**src/rtl/clk_div_multi.sv**
```systemverilog
// Multi-channel runtime-programmable integer clock divider.
// Each channel emits a registered divided clock, a tick strobe and an active flag.
module clk_div_multi #(
    parameter int NUM_CH      = 2,
    parameter int DIV_W       = 8,
    parameter int DEFAULT_DIV = 4
) (
    input  logic                      clk_in,
    input  logic                      rst_n,
    input  logic [NUM_CH-1:0]         en,
    input  logic [NUM_CH*DIV_W-1:0]   div_val,
    input  logic [NUM_CH-1:0]         div_load,
    input  logic                      sync_start,
    output logic [NUM_CH-1:0]         clk_out,
    output logic [NUM_CH-1:0]         tick,
    output logic [NUM_CH-1:0]         active
);

    localparam logic [DIV_W-1:0] DEF_N = DIV_W'(DEFAULT_DIV);
    localparam logic [DIV_W-1:0] ONE   = DIV_W'(1);
    localparam logic [DIV_W-1:0] TWO   = DIV_W'(2);
    localparam logic [DIV_W:0]   ONE_W = (DIV_W+1)'(1);

    localparam logic ST_IDLE = 1'b0;
    localparam logic ST_RUN  = 1'b1;

    genvar g;
    generate
        for (g = 0; g < NUM_CH; g++) begin : g_ch
            logic [DIV_W-1:0] n_q, n_d;
            logic [DIV_W-1:0] p_q, p_d;
            logic [DIV_W-1:0] k_q, k_d;
            logic             pend_q, pend_d;
            logic             st_q, st_d;
            logic [DIV_W-1:0] ld_val;
            logic [DIV_W:0]   half;
            logic             bnd;
            logic             co_q, tk_q, ac_q;

            always_comb begin
                ld_val = div_val[g*DIV_W +: DIV_W];
                if (ld_val < TWO) begin
                    ld_val = TWO;
                end
            end

            assign bnd = (k_q == (n_q - ONE));

            always_comb begin
                n_d    = n_q;
                p_d    = p_q;
                k_d    = k_q;
                pend_d = pend_q;
                st_d   = st_q;
                if (sync_start && en[g]) begin
                    // restart in phase; a same-cycle load beats any pending value
                    if (div_load[g]) begin
                        n_d = ld_val;
                    end else if (pend_q) begin
                        n_d = p_q;
                    end
                    pend_d = 1'b0;
                    k_d    = '0;
                    st_d   = ST_RUN;
                end else if (st_q == ST_IDLE) begin
                    if (div_load[g]) begin
                        n_d = ld_val;
                    end
                    if (en[g]) begin
                        k_d  = '0;
                        st_d = ST_RUN;
                    end
                end else if (bnd) begin
                    if (pend_q) begin
                        n_d = p_q;
                    end
                    pend_d = 1'b0;
                    if (div_load[g]) begin
                        p_d    = ld_val;
                        pend_d = 1'b1;
                    end
                    k_d  = '0;
                    st_d = en[g] ? ST_RUN : ST_IDLE;
                end else begin
                    k_d = k_q + ONE;
                    if (div_load[g]) begin
                        p_d    = ld_val;
                        pend_d = 1'b1;
                    end
                end
            end

            assign half = ({1'b0, n_d} + ONE_W) >> 1;

            always_ff @(posedge clk_in or negedge rst_n) begin
                if (!rst_n) begin
                    n_q    <= DEF_N;
                    p_q    <= DEF_N;
                    k_q    <= '0;
                    pend_q <= 1'b0;
                    st_q   <= ST_IDLE;
                    co_q   <= 1'b0;
                    tk_q   <= 1'b0;
                    ac_q   <= 1'b0;
                end else begin
                    n_q    <= n_d;
                    p_q    <= p_d;
                    k_q    <= k_d;
                    pend_q <= pend_d;
                    st_q   <= st_d;
                    co_q   <= (st_d == ST_RUN) && ({1'b0, k_d} < half);
                    tk_q   <= (st_d == ST_RUN) && (k_d == '0);
                    ac_q   <= (st_d == ST_RUN);
                end
            end

            assign clk_out[g] = co_q;
            assign tick[g]    = tk_q;
            assign active[g]  = ac_q;
        end
    endgenerate

endmodule

```
**config.mk**
```make
export PLATFORM = sky130hd
export DESIGN_NAME = clk_div_multi
export DESIGN_NICKNAME = d
export VERILOG_FILES = /design/src/rtl/clk_div_multi.sv
export SDC_FILE = /design/constraint.sdc
export NUM_CORES = 1
export LEC_CHECK = 0
export ABC_AREA = 1
export CORE_UTILIZATION = 62
export CTS_BUF_LIST = sky130_fd_sc_hd__clkbuf_8
export CTS_CLUSTER_DIAMETER = 80
export DETAILED_ROUTE_END_ITERATION = 6
export GPL_TIMING_DRIVEN = 0
export MAX_ROUTING_LAYER = met4
export PLACE_DENSITY_LB_ADDON = 0.15
export SYNTH_ARGS = -nofsm -noshare
export SYNTH_HDL_FRONTEND = slang
export SYNTH_SLANG_ARGS = --single-unit
```
**constraint.sdc**
```tcl
create_clock -name clk_in -period 4.4 [get_ports clk_in]
set_input_delay 0.88 -clock clk_in [delete_from_list [all_inputs] [get_ports clk_in]]
set_output_delay 0.88 -clock clk_in [all_outputs]
set_load 0.03 [all_outputs]
```
== After elaboration in Yosys (flattened, before gate mapping) ==
Cells that the tools add are included.

* Add/sub/neg operators: 6
* Order comparisons: 4
* Equality and inequality tests: 2
* Multiplexer cells: 40
* Bitwise logic cells: 2
* Reduce and logical (&&, ||, !) cells: 16

{| class="wikitable"
|+ Operators by type and width
! kind !! count
|-
| two-way mux 8 bit || 22
|-
| adder 8 x 1 -> 9 bit (second input constant) || 2
|-
| two-way mux 1 bit || 18
|-
| adder 8 x 1 -> 8 bit (second input constant) || 2
|-
| equality test 8 bit || 2
|-
| zero test 8 bit || 2
|-
| < comparator 8 x 2 -> 1 bit (second input constant) || 2
|-
| < comparator 8 bit || 2
|-
| subtractor 8 x 1 -> 8 bit (second input constant) || 2
|-
| logical AND 1 bit || 6
|-
| AND reduction 3 bit || 2
|-
| nonzero test 3 bit || 2
|-
| AND reduction 2 bit || 2
|-
| nonzero test 2 bit || 2
|-
| NOT 1 bit || 2
|}

* Bits in registers: 56
* Bits of input ports: 23
* Output and inout bits: 6
* Logic and storage cells: 84

== Depth between registers and ports, before layout ==
Gate-level depths: netlist of the first run.

* Depth after elaboration: 8
* Depth in mapped cells: 28
* Mapped depth without buffers: 27

== Worst setup path after synthesis of the first run ==
No wires, ideal clock.

* Kind: in2reg
* Start point: input port en[0]
* End point: register g_ch[0].co_q
* Library setup time: 77 ps
* Arrival: 3014 ps
* Data required time: 4323 ps
* Slack: 1308 ps
* Cell stages on the path: 14
* Buffers on the path: 2
* Path through: buf_2 nand2_1 inv_1 clkbuf_1 a21oi_1 a21oi_4 ha_1 nand2_1 nor2_1 nand4_1 ha_1 a21oi_1 o211ai_1 a21oi_1

* Word-level cells in the longest chain between the ends: 5
* Elaborated cells on any way between the ends: 12
* Classes of those cells: 1 x add/sub; 1 x order compare; 8 x mux; 2 x reduce/logical

{| class="wikitable"
|+ RTL lines
! item !! line !! source
|-
| start, declared || 10 || <nowiki>input logic [NUM_CH-1:0] en,</nowiki>
|-
| logical AND 1 bit || 55 || <nowiki>if (sync_start && en[g]) begin</nowiki>
|-
| two-way mux 8 bit || 55 ||
|-
| via g_ch[0].n_d[1] || 30 || <nowiki>logic [DIV_W-1:0] n_q, n_d;</nowiki>
|-
| adder 8 x 1 -> 9 bit || 93 || <nowiki>assign half = ({1'b0, n_d} + ONE_W) >> 1;</nowiki>
|-
| < comparator 8 bit || 111 || <nowiki>co_q <= (st_d == ST_RUN) && ({1'b0, k_d} < half);</nowiki>
|-
| logical AND 1 bit || 111 ||
|-
| end signal, assigned || 111 ||
|-
| end, declared || 38 || <nowiki>logic co_q, tk_q, ac_q;</nowiki>
|}

The timed path passes the listed nets, and every way through them passes these cells.
A chain may end at the register's enable or synchronous reset.

== Worst setup path after layout of the first run ==
* Start point: input port sync_start
* End point: register g_ch[0].co_q

* Word-level cells in the longest chain between the ends: 5
* Elaborated cells on any way between the ends: 7
* Classes of those cells: 1 x add/sub; 1 x order compare; 3 x mux; 2 x reduce/logical

{| class="wikitable"
|+ RTL lines
! item !! line !! source
|-
| start, declared || 13 || <nowiki>input logic sync_start,</nowiki>
|-
| logical AND 1 bit || 55 ||
|-
| two-way mux 8 bit || 55 ||
|-
| via g_ch[0].n_d[0] || 30 ||
|-
| adder 8 x 1 -> 9 bit || 93 ||
|-
| < comparator 8 bit || 111 ||
|-
| logical AND 1 bit || 111 ||
|}

The timed path passes the listed nets, and every way through them passes these cells.

==> run_results.csv, run 1 <==
group,metric,value,unit
run_status,status,"finished, final reports clean",
clock_tree,tritoncts,"built",
clock_tree,clk_pin_slew,0.11,ns
synth,yosys-top-cells-count,"nand2_1, inv_1, nand3_1, o21ai_0, dfrtp_1",
grt,antenna_found_initial,0,
synth,syn_inst,716,
drt,routedWlPerCell,15.1,um
drt,drt_iter0_markers,413,
synth,synth_area_leaders,"dfrtp_1, nand2_1, inv_1",
sta,drv_slew,0,
critical_path,path_buf_inv,3,
clock_tree,cts_root_buf,"clkbuf_8",
sta,hold_ws,0.488,ns
sta,setup_violations,0,
job,drv_cap,0,
worst_hold_path,hp-start,"g_ch[1].p_q[3]",
placed_design,dpl.hpwl,9780,um
drt,num_vias,4852,
synth,yosysWarnings,0,
power,ir_drop,0.000298,V
grt,grt_pass1_wl,20100,um
drt,drc,0,
clock_tree,clk_latency,0.31,ns
sta,timing.final.crit_share,84.1,%
die,fp.coreArea,7330,um^2
drt,routed_via_density,5.70,
drt,wl,12800,um
critical_path,critPathCaptureType,"register",
die,chipWidth,89.5,um
synth,synth.cell_area,4750,um^2
clock_tree,cts_resized,0,
grt,grt_pass1_vias,4230,
synth,ys_seq_area_share,29.6,%
finish,diodes,0,
sta,fmax,270,MHz
critical_path,reg2reg_slack,0.78,ns
critical_path,path_cells,"clkdlybuf4s50_1 > nand2_1 > inv_1 > clkbuf_1 > o211ai_1 > nand2_1 > ha_1 > nand2_1 > nor2_1 > nand4_1 > ha_1 > a21oi_1 > o211ai_1 > a21oi_1",
synth,netlist.top_cell.by_area,"dfrtp_1",
clock_tree,clock_sinks,56,
synth,synth_nets,759,
die,dieHeight,89.5,um
critical_path,path_common_cell,"nand2_1",
critical_path,cp_top_family,"buffers and inverters",
sta,relSlewSlack,63.5,%
critical_path,crit_cells,14,
critical_path,worst-setup-path-type,"in2reg",
drt,ant_nets,0,
grt,grtUsageTotal,34.0,%
power,p_per_area,437,nW/um^2
critical_path,cp-endpoint,"g_ch[0].co_q",
sta,period_minus_slack,3.70,ns
critical_path,start_kind,"input pin",
critical_path,cpPeakStageDelay,0.48,ns
sta,tns,0,ns
critical_path,crit_path_top_delay_cell,"clkdlybuf4s50_1",
synth,synth_edf_count,0,
synth,synth_top_area_share,27.4,%
clock_tree,postCtsSetupRepairBufs,0,
placed_design,io_buffers,27,
clock_tree,cts.hold.buffers_added,0,
synth,yosysMostFrequentCell,"nand2_1",
die,die_area,8010,um^2
critical_path,cp_max_fo,10,
sta,finalHoldViolCount,0,
clock_tree,h-tree-depth,2,
finish,drive_above_1_share,10.8,%
finish,areaGrowthSynthToFinish,10.9,%
critical_path,cp_data_arrival_time,3.94,ns
finish,num-nets-final,794,
die,initial_utilization,64.8,%
clock_tree,cts_buffers,5,
clock_tree,cts_buffer_depth,2,
critical_path,crit_path_start,"sync_start",
synth,synth_seq_cells,56,
sta,clock_skew,0.00741,ns
grt,grt_max_degree,37,
worst_hold_path,hold_class,"reg2reg",
sta,tightest_slew,0.547,ns
critical_path,r2r_cells,26,
placed_design,gp_congestion,0.956,
power,p_leak,2.77,nW
synth,ys_async_sr_fraction,100,%
critical_path,crit_required,4.64,ns
grt,gr-total-overflow,0,
critical_path,r2r-end,"g_ch[1].co_q",
critical_path,worstReg2RegStart,"g_ch[1].n_q[0]",
die,io_pins,29,
sta,rsz0062_at_grt,"no",
die,fp-row-count,31,
drt,drtPass1Iterations,5,
synth,synth_cell_type_count,35,
synth,synthFlopType,"dfrtp_1",
synth,synth.avg_cell_area,6.63,um^2
[how the worst min path moves through the flow]
stage	slack (ns)	cells past startpoint	to
after detailed placement	0.46	2	g_ch[1].p_q[3]
after floorplan	0.44	2	g_ch[0].p_q[3]
after global routing	0.51	2	g_ch[0].p_q[2]
final	0.49	2	g_ch[1].p_q[3]
after global placement	0.46	2	g_ch[1].p_q[6]
after CTS	0.49	2	g_ch[1].p_q[3]
[cells in the final DEF (no fill, tap or decap), types with 4 or more instances in the layout]
cell	instances
xnor2_1	9
buf_2	4
nor2_2	8
clkdlybuf4s50_1	26
nand2_2	12
nand2_1	221
buf_4	6
dfstp_2	4
o21ai_1	6
xor2_1	11
inv_2	9
nand3_2	7
a21oi_4	4
nor2_4	7
inv_1	85
o21ai_0	56
clkbuf_8	5
nor2_1	40
dfrtp_1	52
a21oi_1	33
ha_1	20
o211ai_1	10
nand4_1	12
nor3_1	6
nand3_1	62
clkbuf_1	13
[power breakdown]
part	internal, mW	switching (mW)	total [mW]
Sequential	0.632	0.130	0.762
Clock	0.167	0.180	0.348
Combinational	0.438	0.754	1.19
Total	1.24	1.06	2.30
[routing by layer]
layer | vias up | track usage, % | routed length (um) | share of wire, %
met5 | - | - | 0 | 0
met1 | 2211 | 50.0 | 6120 | 48
li1 | 2378 | - | - | -
met4 | 0 | 8.37 | 100 | 0.78
met3 | 12 | 4.99 | 1130 | 8.8
met2 | 251 | 49.0 | 5460 | 43
[registers in the layout, indices dropped and copies added, names as in the netlist]
name         cells
g_ch.co_q        2
g_ch.pend_q      2
g_ch.k_q        16
g_ch.ac_q        2
g_ch.n_q        16
g_ch.p_q        16
g_ch.tk_q        2
[through the flow]
stage          std cells  area (um^2)  total power [mW]  utilization (%)  setup slack [ns]
2_1_floorplan        716         4750              1.63                -              1.31
3_3_place_gp         842         5140              1.89             70.1             0.521
3_5_place_dp         843         5160              1.93             70.4             0.436
4_1_cts              851         5270              2.29             71.8             0.768
5_1_grt              851         5270              2.48             71.8             0.470
6_report             851         5270              2.30             71.8             0.700
[cells by family after synthesis]
| kind of cell | count (synthesis) | synth area share, % |
|---|---|---|
| simple gates | 383 | 36.6 |
| fa+ha+maj | 20 | 5.27 |
| xor+xnor | 20 | 3.69 |
| flops | 56 | 29.6 |
| compound gates | 119 | 14.6 |
| buf+inv | 118 | 10.2 |
[final cells by class]
class / instances / area [um^2]
Sequential cell: 56 / 1410
Timing Repair Buffer: 28 / 285
Clock inverter: 3 / 38.8
Fill cell: 602 / 2070
Tap cell: 99 / 124
Clock buffer: 5 / 68.8
Inverter: 93 / 349
Multi-Input combinational cell: 542 / 2860
Buffer: 25 / 136
[tightest hold or removal path: stages (launching register included)]
cell	delay, ns
dfrtp_1	0.36
nand2_1	0.06
nand2_1	0.05
Note: power is estimated with default switching activity, not from simulation.
==> run 2, diff against run 1 <==
- clock period: 4.4 -> 3.5 ns (I/O delays scaled with it)
==> run 2 against run 1 <==
  * Sequential cell count is the same
  * Highest routed layer unchanged
  * Power up 29%
  * Clock skew down 0.0013 ns
==> run_results.csv, run 2 (same netlist as run 1, synthesis figures left out) <==
group,metric,value,unit
run_status,status,"finished, final reports clean",
grt,grt_max_degree,37,
clock_tree,clk_latency,0.31,ns
sta,relSlewSlack,61.9,%
sta,rsz0062_at_grt,"yes",
power,ir_drop,0.000371,V
clock_tree,clk_pin_slew,0.10,ns
placed_design,placed_area,5160,um^2
grt,grtUsageTotal,34.2,%
critical_path,cpPeakStageDelay,0.62,ns
drt,ant_nets,0,
power,p_leak,2.84,nW
die,fp.coreArea,7330,um^2
clock_tree,cts_root_buf,"clkbuf_8",
critical_path,crit_path_start,"g_ch[1].n_q[2]",
finish,drive_above_1_share,14.0,%
critical_path,crit_required,3.73,ns
finish,utilization,74.0,%
placed_design,io_buffers,27,
grt,antenna_found_initial,0,
sta,timing.final.crit_share,94.3,%
placed_design,dpl.hpwl,9780,um
critical_path,worst-setup-path-type,"reg2reg",
critical_path,cp_top_family,"simple AND/OR/NAND/NOR gates",
finish,layout_commonest_cell,"nand2_1",
grt,grt_pass1_vias,4231,
sta,fmax,303,MHz
finish,final_cell_mix,"nand2_1, inv_1, nand3_1, o21ai_0, dfrtp_1",
die,die_area,8010,um^2
critical_path,critPathCaptureType,"register",
grt,grt_pass1_wl,20200,um
finish,nFillCells,584,
finish,num-nets-final,807,
clock_tree,cts_buffers,5,
critical_path,worstReg2RegStart,"g_ch[1].n_q[2]",
die,dieHeight,89.5,um
grt,top_usage_layer,"met1",
clock_tree,clock_sinks,56,
grt,use_met3,4.80,%
clock_tree,cts.hold.buffers_added,0,
drt,drt_iter0_markers,455,
critical_path,start_kind,"register",
drt,routedWlPerCell,15.2,um
sta,clock_skew,0.00607,ns
grt,grtUsageMet1,50.2,%
clock_tree,tritoncts,"built",
critical_path,path_common_cell,"nand2_1",
drt,wl,13100,um
sta,tightest_slew,0.571,ns
die,chipWidth,89.5,um
die,fp-row-count,31,
critical_path,crit_path_top_delay_cell,"dfstp_2",
grt,met2_usage,49.5,%
drt,num_vias,4960,
job,drv_cap,0,
clock_tree,h-tree-depth,2,
finish,final_area,5430,um^2
power,p_per_area,547,nW/um^2
drt,routed_via_density,5.74,
finish,final_cell_count_no_fill,864,
grt,gr-total-overflow,0,
sta,setup_violations,0,
sta,hold_ws,0.353,ns
placed_design,gp_congestion,0.956,
critical_path,cp_data_arrival_time,3.53,ns
sta,finalHoldViolCount,0,
die,initial_utilization,64.8,%
worst_hold_path,hold_class,"in2async",
sta,drv_slew,0,
drt,drtPass1Iterations,5,
finish,areaGrowthSynthToFinish,14.3,%
critical_path,path_buf_inv,4,
drt,drc,0,
finish,diodes,0,
die,io_pins,29,
clock_tree,cts_buffer_depth,2,
critical_path,cp_max_fo,10,
placed_design,dp_slack,-0.284,ns
finish,reg.largest.list,"g_ch.k_q: 16 flops, g_ch.n_q: 16 flops, g_ch.p_q: 16 flops",
placed_design,dp_cells,843,
sta,setup_ws,0.200,ns
sta,period_minus_slack,3.30,ns
critical_path,path_cells,"nor2_2 > nand2_1 > nand2_1 > nand2_1 > nand2_1 > nand2_1 > nand2_1 > nor2_4 > nand2_4 > buf_6 > inv_2 > nand2_1 > nand3_1 > nand2_1 > nand2_4 > inv_4 > ha_4 > inv_2 > nor2_2 > xnor2_1 > ha_1 > a21oi_1 > nand2_1 > a21oi_1",
[run 2: final timing paths]
| check | end | slack, ns | cells after the start |
|---|---|---|---|
| worst min register to register | g_ch[1].p_q[3] | 0.49 | 2 |
| worst max register to register | g_ch[1].co_q | 0.20 | 24 |
| worst min-delay path | g_ch[1].p_q[3] | 0.35 | 1 |
| max in group asynchronous | g_ch[0].n_q[2] | 2.49 | 2 |
| worst max-delay path | g_ch[1].co_q | 0.20 | 24 |
| min in group clk_in | g_ch[1].p_q[3] | 0.49 | 2 |
[run 2: through the flow]
| step | power, mW | TNS (ns) |
|---|---|---|
| floorplan | 2.05 | 0 |
| global placement | 2.38 | -5.08 |
| detailed placement | 2.43 | -0.509 |
| CTS | 2.88 | 0 |
| global route | 3.20 | -0.0311 |
| finish | 2.97 | 0 |
[run 2: area by class of cell]
class	instances	area [um^2]	area share (%)
buffer	24	134	2.47
clock buffer	5	68.8	1.27
clock inverter	3	38.8	0.715
inverter	93	354	6.53
multi-input combinational	543	2920	53.7
sequential	56	1410	25.9
tap	99	124	2.28
timing repair buffer	41	383	7.06
[run 2: where the power goes]
| group | internal, mW | switching [mW] | leakage [nW] |
|---|---|---|---|
| logic | 0.599 | 0.977 | 2.11 |
| registers | 0.795 | 0.165 | 0.671 |
| clock network | 0.210 | 0.221 | 0.0593 |
[run 2: what timing repair did]
action                     CTS  global route
setup endpoints to repair    2             2
gates cloned                 0             1
pin swaps                    2             4
resized for setup            2            17
buffers inserted             1            12
[run 2: routing by layer]
metal | up-vias | part of all wire (%)
li1 | 2408 | -
met1 | 2291 | 48
met2 | 247 | 44
met3 | 14 | 7.5
met4 | 0 | 0.76
met5 | - | 0
